## config.mk

```make
export PLATFORM = sky130hd
export DESIGN_NAME = axi_read_arbiter
export DESIGN_NICKNAME = d
export VERILOG_FILES = /design/src/rtl/axi_arb_pkg.sv /design/src/rtl/rr_arbiter_2.sv /design/src/rtl/axi_read_arbiter.sv
export SDC_FILE = /design/constraint.sdc
export NUM_CORES = 1
export LEC_CHECK = 0
export BUFFER_PORTS_ARGS = -buffer_cell sky130_fd_sc_hd__buf_2
export CAP_MARGIN = 30
export CORE_AREA = 2 2 115 117
export DETAILED_ROUTE_END_ITERATION = 16
export DIE_AREA = 0 0 117 119
export PLACE_DENSITY = 0.71
export SLEW_MARGIN = 30
export SYNTH_ARGS = -nofsm -noshare
export SYNTH_HDL_FRONTEND = slang
export SYNTH_SLANG_ARGS = --single-unit
```

## constraint.sdc

```tcl
create_clock -name aclk -period 2 [get_ports aclk]
set_clock_uncertainty 0.15 [all_clocks]
set_input_delay 0.2 -clock aclk [delete_from_list [all_inputs] [get_ports aclk]]
set_output_delay 0.2 -clock aclk [all_outputs]
set_load 0.005 [all_outputs]
```

## src/rtl/axi_arb_pkg.sv

```systemverilog
// Shared types and widths for the two-master AXI3 read arbiter.
package axi_arb_pkg;

   localparam int unsigned AXI_ID_W   = 4;
   localparam int unsigned AXI_ADDR_W = 32;
   localparam int unsigned AXI_DATA_W = 32;

   // Arbiter control states; one transaction outstanding at a time.
   typedef enum logic [1:0] {
      IDLE = 2'd0,
      ADDR = 2'd1,
      DATA = 2'd2
   } state_t;

   // AR bundle attributes that have fixed AXI3 widths (id/addr are parameterised).
   typedef struct packed {
      logic [3:0] len;
      logic [2:0] size;
      logic [1:0] burst;
      logic [1:0] lock;
      logic [3:0] cache;
      logic [2:0] prot;
   } ar_attr_t;

endpackage

```

## src/rtl/rr_arbiter_2.sv

```systemverilog
// Two-way round-robin pick: the loser of the previous grant wins a tie.
module rr_arbiter_2 (
   input  logic [1:0] req,
   input  logic       last_grant,
   output logic       gnt,
   output logic       valid
);

   // Lone requester wins outright; on contention favour the other side of last_grant.
   always_comb begin
      valid = |req;
      gnt   = 1'b0;
      if (req == 2'b11) begin
         gnt = ~last_grant;
      end else begin
         gnt = req[1];
      end
   end

endmodule

```

## src/rtl/axi_read_arbiter.sv

```systemverilog
// Two-master to one-slave AXI3 read-channel arbiter (m0 = dcache, m1 = icache).
module axi_read_arbiter
   import axi_arb_pkg::*;
#(
   parameter int unsigned ID_W   = AXI_ID_W,
   parameter int unsigned ADDR_W = AXI_ADDR_W,
   parameter int unsigned DATA_W = AXI_DATA_W
) (
   input  logic              aclk,
   input  logic              rst,
   // master 0 AR
   input  logic [ID_W-1:0]   m0_arid,
   input  logic [ADDR_W-1:0] m0_araddr,
   input  logic [3:0]        m0_arlen,
   input  logic [2:0]        m0_arsize,
   input  logic [1:0]        m0_arburst,
   input  logic [1:0]        m0_arlock,
   input  logic [3:0]        m0_arcache,
   input  logic [2:0]        m0_arprot,
   input  logic              m0_arvalid,
   output logic              m0_arready,
   // master 0 R
   output logic [ID_W-1:0]   m0_rid,
   output logic [DATA_W-1:0] m0_rdata,
   output logic [1:0]        m0_rresp,
   output logic              m0_rlast,
   output logic              m0_rvalid,
   input  logic              m0_rready,
   // master 1 AR
   input  logic [ID_W-1:0]   m1_arid,
   input  logic [ADDR_W-1:0] m1_araddr,
   input  logic [3:0]        m1_arlen,
   input  logic [2:0]        m1_arsize,
   input  logic [1:0]        m1_arburst,
   input  logic [1:0]        m1_arlock,
   input  logic [3:0]        m1_arcache,
   input  logic [2:0]        m1_arprot,
   input  logic              m1_arvalid,
   output logic              m1_arready,
   // master 1 R
   output logic [ID_W-1:0]   m1_rid,
   output logic [DATA_W-1:0] m1_rdata,
   output logic [1:0]        m1_rresp,
   output logic              m1_rlast,
   output logic              m1_rvalid,
   input  logic              m1_rready,
   // slave AR
   output logic [ID_W-1:0]   s_arid,
   output logic [ADDR_W-1:0] s_araddr,
   output logic [3:0]        s_arlen,
   output logic [2:0]        s_arsize,
   output logic [1:0]        s_arburst,
   output logic [1:0]        s_arlock,
   output logic [3:0]        s_arcache,
   output logic [2:0]        s_arprot,
   output logic              s_arvalid,
   input  logic              s_arready,
   // slave R
   input  logic [ID_W-1:0]   s_rid,
   input  logic [DATA_W-1:0] s_rdata,
   input  logic [1:0]        s_rresp,
   input  logic              s_rlast,
   input  logic              s_rvalid,
   output logic              s_rready
);

   state_t            state;
   state_t            state_nxt;
   logic              grant;
   logic              last_grant;
   logic              pick_gnt;
   logic              pick_valid;
   logic              ar_load;
   logic [ID_W-1:0]   ar_id;
   logic [ADDR_W-1:0] ar_addr;
   ar_attr_t          ar_attr;
   ar_attr_t          m0_attr;
   ar_attr_t          m1_attr;

   assign m0_attr = '{len: m0_arlen, size: m0_arsize, burst: m0_arburst,
                      lock: m0_arlock, cache: m0_arcache, prot: m0_arprot};
   assign m1_attr = '{len: m1_arlen, size: m1_arsize, burst: m1_arburst,
                      lock: m1_arlock, cache: m1_arcache, prot: m1_arprot};

   rr_arbiter_2 u_rr (
      .req        ({m1_arvalid, m0_arvalid}),
      .last_grant (last_grant),
      .gnt        (pick_gnt),
      .valid      (pick_valid)
   );

   // State register.
   always_ff @(posedge aclk or posedge rst) begin
      if (rst) begin
         state <= IDLE;
      end else begin
         state <= state_nxt;
      end
   end

   // Grant owner and round-robin history, updated only on an AR handshake.
   always_ff @(posedge aclk or posedge rst) begin
      if (rst) begin
         grant      <= 1'b0;
         last_grant <= 1'b1;
      end else if (ar_load) begin
         grant      <= pick_gnt;
         last_grant <= pick_gnt;
      end
   end

   // AR register: holds the winning request stable for the slave.
   always_ff @(posedge aclk or posedge rst) begin
      if (rst) begin
         ar_id   <= '0;
         ar_addr <= '0;
         ar_attr <= '0;
      end else if (ar_load) begin
         ar_id   <= pick_gnt ? m1_arid   : m0_arid;
         ar_addr <= pick_gnt ? m1_araddr : m0_araddr;
         ar_attr <= pick_gnt ? m1_attr   : m0_attr;
      end
   end

   // Next state and AR-side handshakes; arready is held low while reset is asserted.
   always_comb begin
      state_nxt  = state;
      ar_load    = 1'b0;
      m0_arready = 1'b0;
      m1_arready = 1'b0;
      s_arvalid  = 1'b0;
      case (state)
         IDLE: begin
            if (pick_valid && !rst) begin
               ar_load    = 1'b1;
               m0_arready = ~pick_gnt;
               m1_arready = pick_gnt;
               state_nxt  = ADDR;
            end
         end
         ADDR: begin
            s_arvalid = 1'b1;
            if (s_arready) begin
               state_nxt = DATA;
            end
         end
         DATA: begin
            if (s_rvalid && s_rready && s_rlast) begin
               state_nxt = IDLE;
            end
         end
         default: state_nxt = IDLE;
      endcase
   end

   // Captured AR fields drive the slave directly.
   assign s_arid    = ar_id;
   assign s_araddr  = ar_addr;
   assign s_arlen   = ar_attr.len;
   assign s_arsize  = ar_attr.size;
   assign s_arburst = ar_attr.burst;
   assign s_arlock  = ar_attr.lock;
   assign s_arcache = ar_attr.cache;
   assign s_arprot  = ar_attr.prot;

   // R path: steer by grant during DATA, zeros to everyone otherwise.
   always_comb begin
      m0_rid    = '0;
      m0_rdata  = '0;
      m0_rresp  = '0;
      m0_rlast  = 1'b0;
      m0_rvalid = 1'b0;
      m1_rid    = '0;
      m1_rdata  = '0;
      m1_rresp  = '0;
      m1_rlast  = 1'b0;
      m1_rvalid = 1'b0;
      s_rready  = 1'b0;
      if (state == DATA) begin
         if (grant) begin
            m1_rid    = s_rid;
            m1_rdata  = s_rdata;
            m1_rresp  = s_rresp;
            m1_rlast  = s_rlast;
            m1_rvalid = s_rvalid;
            s_rready  = m1_rready;
         end else begin
            m0_rid    = s_rid;
            m0_rdata  = s_rdata;
            m0_rresp  = s_rresp;
            m0_rlast  = s_rlast;
            m0_rvalid = s_rvalid;
            s_rready  = m0_rready;
         end
      end
   end

endmodule
```

==> flow_summary.yaml <==
run_status:
  status: "finished, final reports clean"
yosys:
  yosysUniqueCellTypes: 25
  synth_seq_cells: 58
  synth_compound_area_share_pct: 18.2
  synthesis.nets: 516
  muxShareOfSynthArea_pct: 0.296
  synth_area_um2: 3380
  postSynthAreaPerCell_um2: 9.38
  ys_seq_area_share_pct: 42.9
  synthAdderAreaFrac_pct: 0
  synthCells: 361
  synth_top_family_by_area: "simple AND/OR/NAND/NOR gates"
  synth-simple-area-share_pct: 31.3
  synth-xor-area-share_pct: 0
  yosysWarnings: 0
die:
  die_width_um: 117
  start_util_pct: 26.3
  io_pins: 293
  rows: 42
  coreArea_um2: 12900
  dieArea_um2: 13900
  die_h_um: 119
place:
  io_buffer_count: 292
  post_dp_cell_area_um2: 5000
  dp_hpwl_um: 9700
  routabilityCongestion: 0.792
  dp_cells: 804
drt:
  wl_met2_um: 7410
  finalWirelength_um: 14100
  ant_nets: 0
  wl_met3_um: 1010
  m1WireLength_um: 5420
  viasPerCell: 4.73
  dr.pass1.iters: 4
  maxUsedRoutingLayer: "met4"
  drt_iter0_drc: 229
  drc: 0
  vias: 4160
  wl_per_cell_um: 16.0
critical_path:
  path_max_fanout: 13
  worstPathArrival_ns: 1.62
  worstPathRequired_ns: 1.65
  worstSetupStartpointType: "flop"
  crit_path_end_kind: "output pin"
  worstSetupPathType: "flop to output pin"
  reg2reg_slack_ns: 0.26
cells_and_area:
  final_cell_mix: "buf_2, and2_1, dfrtp_1"
  final_common_cell: "buf_2"
  layout-drive-gt1-share_pct: 52.6
  final_cell_area_um2: 5950
  fin_nets: 851
  areaGrowthSynthToFinish_pct: 75.7
  fin_cells: 879
  fin_util_pct: 46.2
  nFillCells: 1244
sta:
  rsz0062_at_grt: "true"
  drv_slew: 0
  whs_ns: 0.0616
  period_minus_slack_ns: 1.97
  setup-violations-final: 0
  max_freq_mhz: 508
  setup-tns-final_ns: 0
  slew_headroom_pct: 69.2
  worst_pin_slew_ns: 0.462
  fin_crit_sh_pct: 98.4
  hold_viol_final: 0
power:
  leakage_nw: 3.18
  ir_worst_vdd_mv: 0.414
  power_density_nw_per_um2: 1130
grt:
  grt_max_degree: 56
  overflow: 0
  antenna_found_initial: 3
  grt_usage_pct: 19.0
  grt_pass1_vias: 4112
  grt_pass1_wl_um: 20500
cts:
  clock_latency_ns: 0.32
  cts_tree: "built"
  cts_inserted_buffers: 9
  cts_sinks: 58
  clkTransAtPathRegs_ns: 0.05
  cts_root_buffer: "clkbuf_16"
  htree_levels: 3
  clockBufferDepth: 2
flow_run:
  max-cap-violations: 0
hold_path:
  hp-class: "input port to flop"
final cells by class:
type,count,area (um2),share of cell area (%)
multi-input combinational,261,1730,29.1
sequential,58,1450,24.4
timing repair buffer,362,2190,36.9
antenna,2,5.00,0.0842
inverter,4,15.0,0.252
clock inverter,4,73.8,1.24
tap,176,220,3.70
clock buffer,12,256,4.31
report_power, final:
part           switching, mW  leakage, nW  internal [mW]  total (mW)
Clock                  0.548        0.163           1.16        1.71
Combinational           1.34         2.30           1.60        2.94
Sequential             0.324        0.719           1.73        2.06
cell usage after synthesis:
library cell,n,share of area (%)
buf_6,10,3.3
o21ai_1,1,0.15
nor3_1,55,8.1
nand2_1,56,6.2
nand2b_1,1,0.18
a221o_2,36,12
o2bb2ai_1,1,0.26
and3_1,1,0.18
clkbuf_1,17,1.9
or3_1,1,0.18
or2b_1,1,0.22
a21oi_1,2,0.30
a221o_1,18,5.3
dfrtp_1,57,42
nor2b_1,1,0.18
nor2_1,3,0.33
buf_4,1,0.22
nor3_2,1,0.30
mux2i_1,1,0.30
buf_2,10,1.5
inv_1,4,0.44
o21ai_0,1,0.15
nor3b_4,1,0.55
dfstp_2,1,0.78
and2_1,80,15
per-layer routing:
layer | vias up | track usage, %
li1 | 1960 | -
met1 | 1966 | 20.3
met2 | 211 | 35.0
met3 | 23 | 4.78
met4 | 0 | 7.35
met5 | - | 0
sequential cells by signal (all words and copies together), names as in the netlist:
signal and cells:
last_grant 1, s_arlen 4, s_arlock 2, s_arsize 3
s_arburst 2, s_arcache 4, s_arid 4, s_arprot 3
state 2, grant 1, s_araddr 32
worst paths after layout:
| path | from | end | cells past startpoint |
|---|---|---|---|
| max in group asynchronous | rst | s_arcache[3] | 4 |
| worst max-delay path | state[0] | m0_rid[2] | 5 |
| min in group asynchronous | rst | grant | 4 |
| worst max register to register | state[1] | s_araddr[22] | 4 |
| worst min-delay path | m0_arvalid | state[0] | 3 |
| worst min register to register | last_grant | last_grant | 2 |
kinds of logic after synthesis:
| kind of cell | after synthesis |
|---|---|
| buffers and inverters | 42 |
| DFF | 58 |
| AOI/OAI and AO/OA | 59 |
| and+or+nand+nor | 201 |
| muxes | 1 |
what timing repair did:
item                                    4_1_cts  5_1_grt
resized for setup                             6        7
endpoints found under the setup margin       69       65
hold buffers                                 56        0
buffers inserted                              0        0
hold endpoints to repair                    113        0
cloned                                        0        1
worst max-delay path, stage by stage, from the launching register on:
cell and delay [ns]:
dfrtp_1 0.41, or2b_4 0.30, nor2_4 0.15, buf_6 0.16, and2_1 0.16, buf_2 0.12
through the flow:
stage / power [mW] / setup WS (ns)
finish: 6.70 / 0.0329
global route: 7.15 / -0.0483
CTS: 6.72 / -0.000968
detailed placement: 4.85 / 0.201
global placement: 4.81 / 0.243
floorplan: 3.60 / 0.224
(Power assumes the default switching activity.)
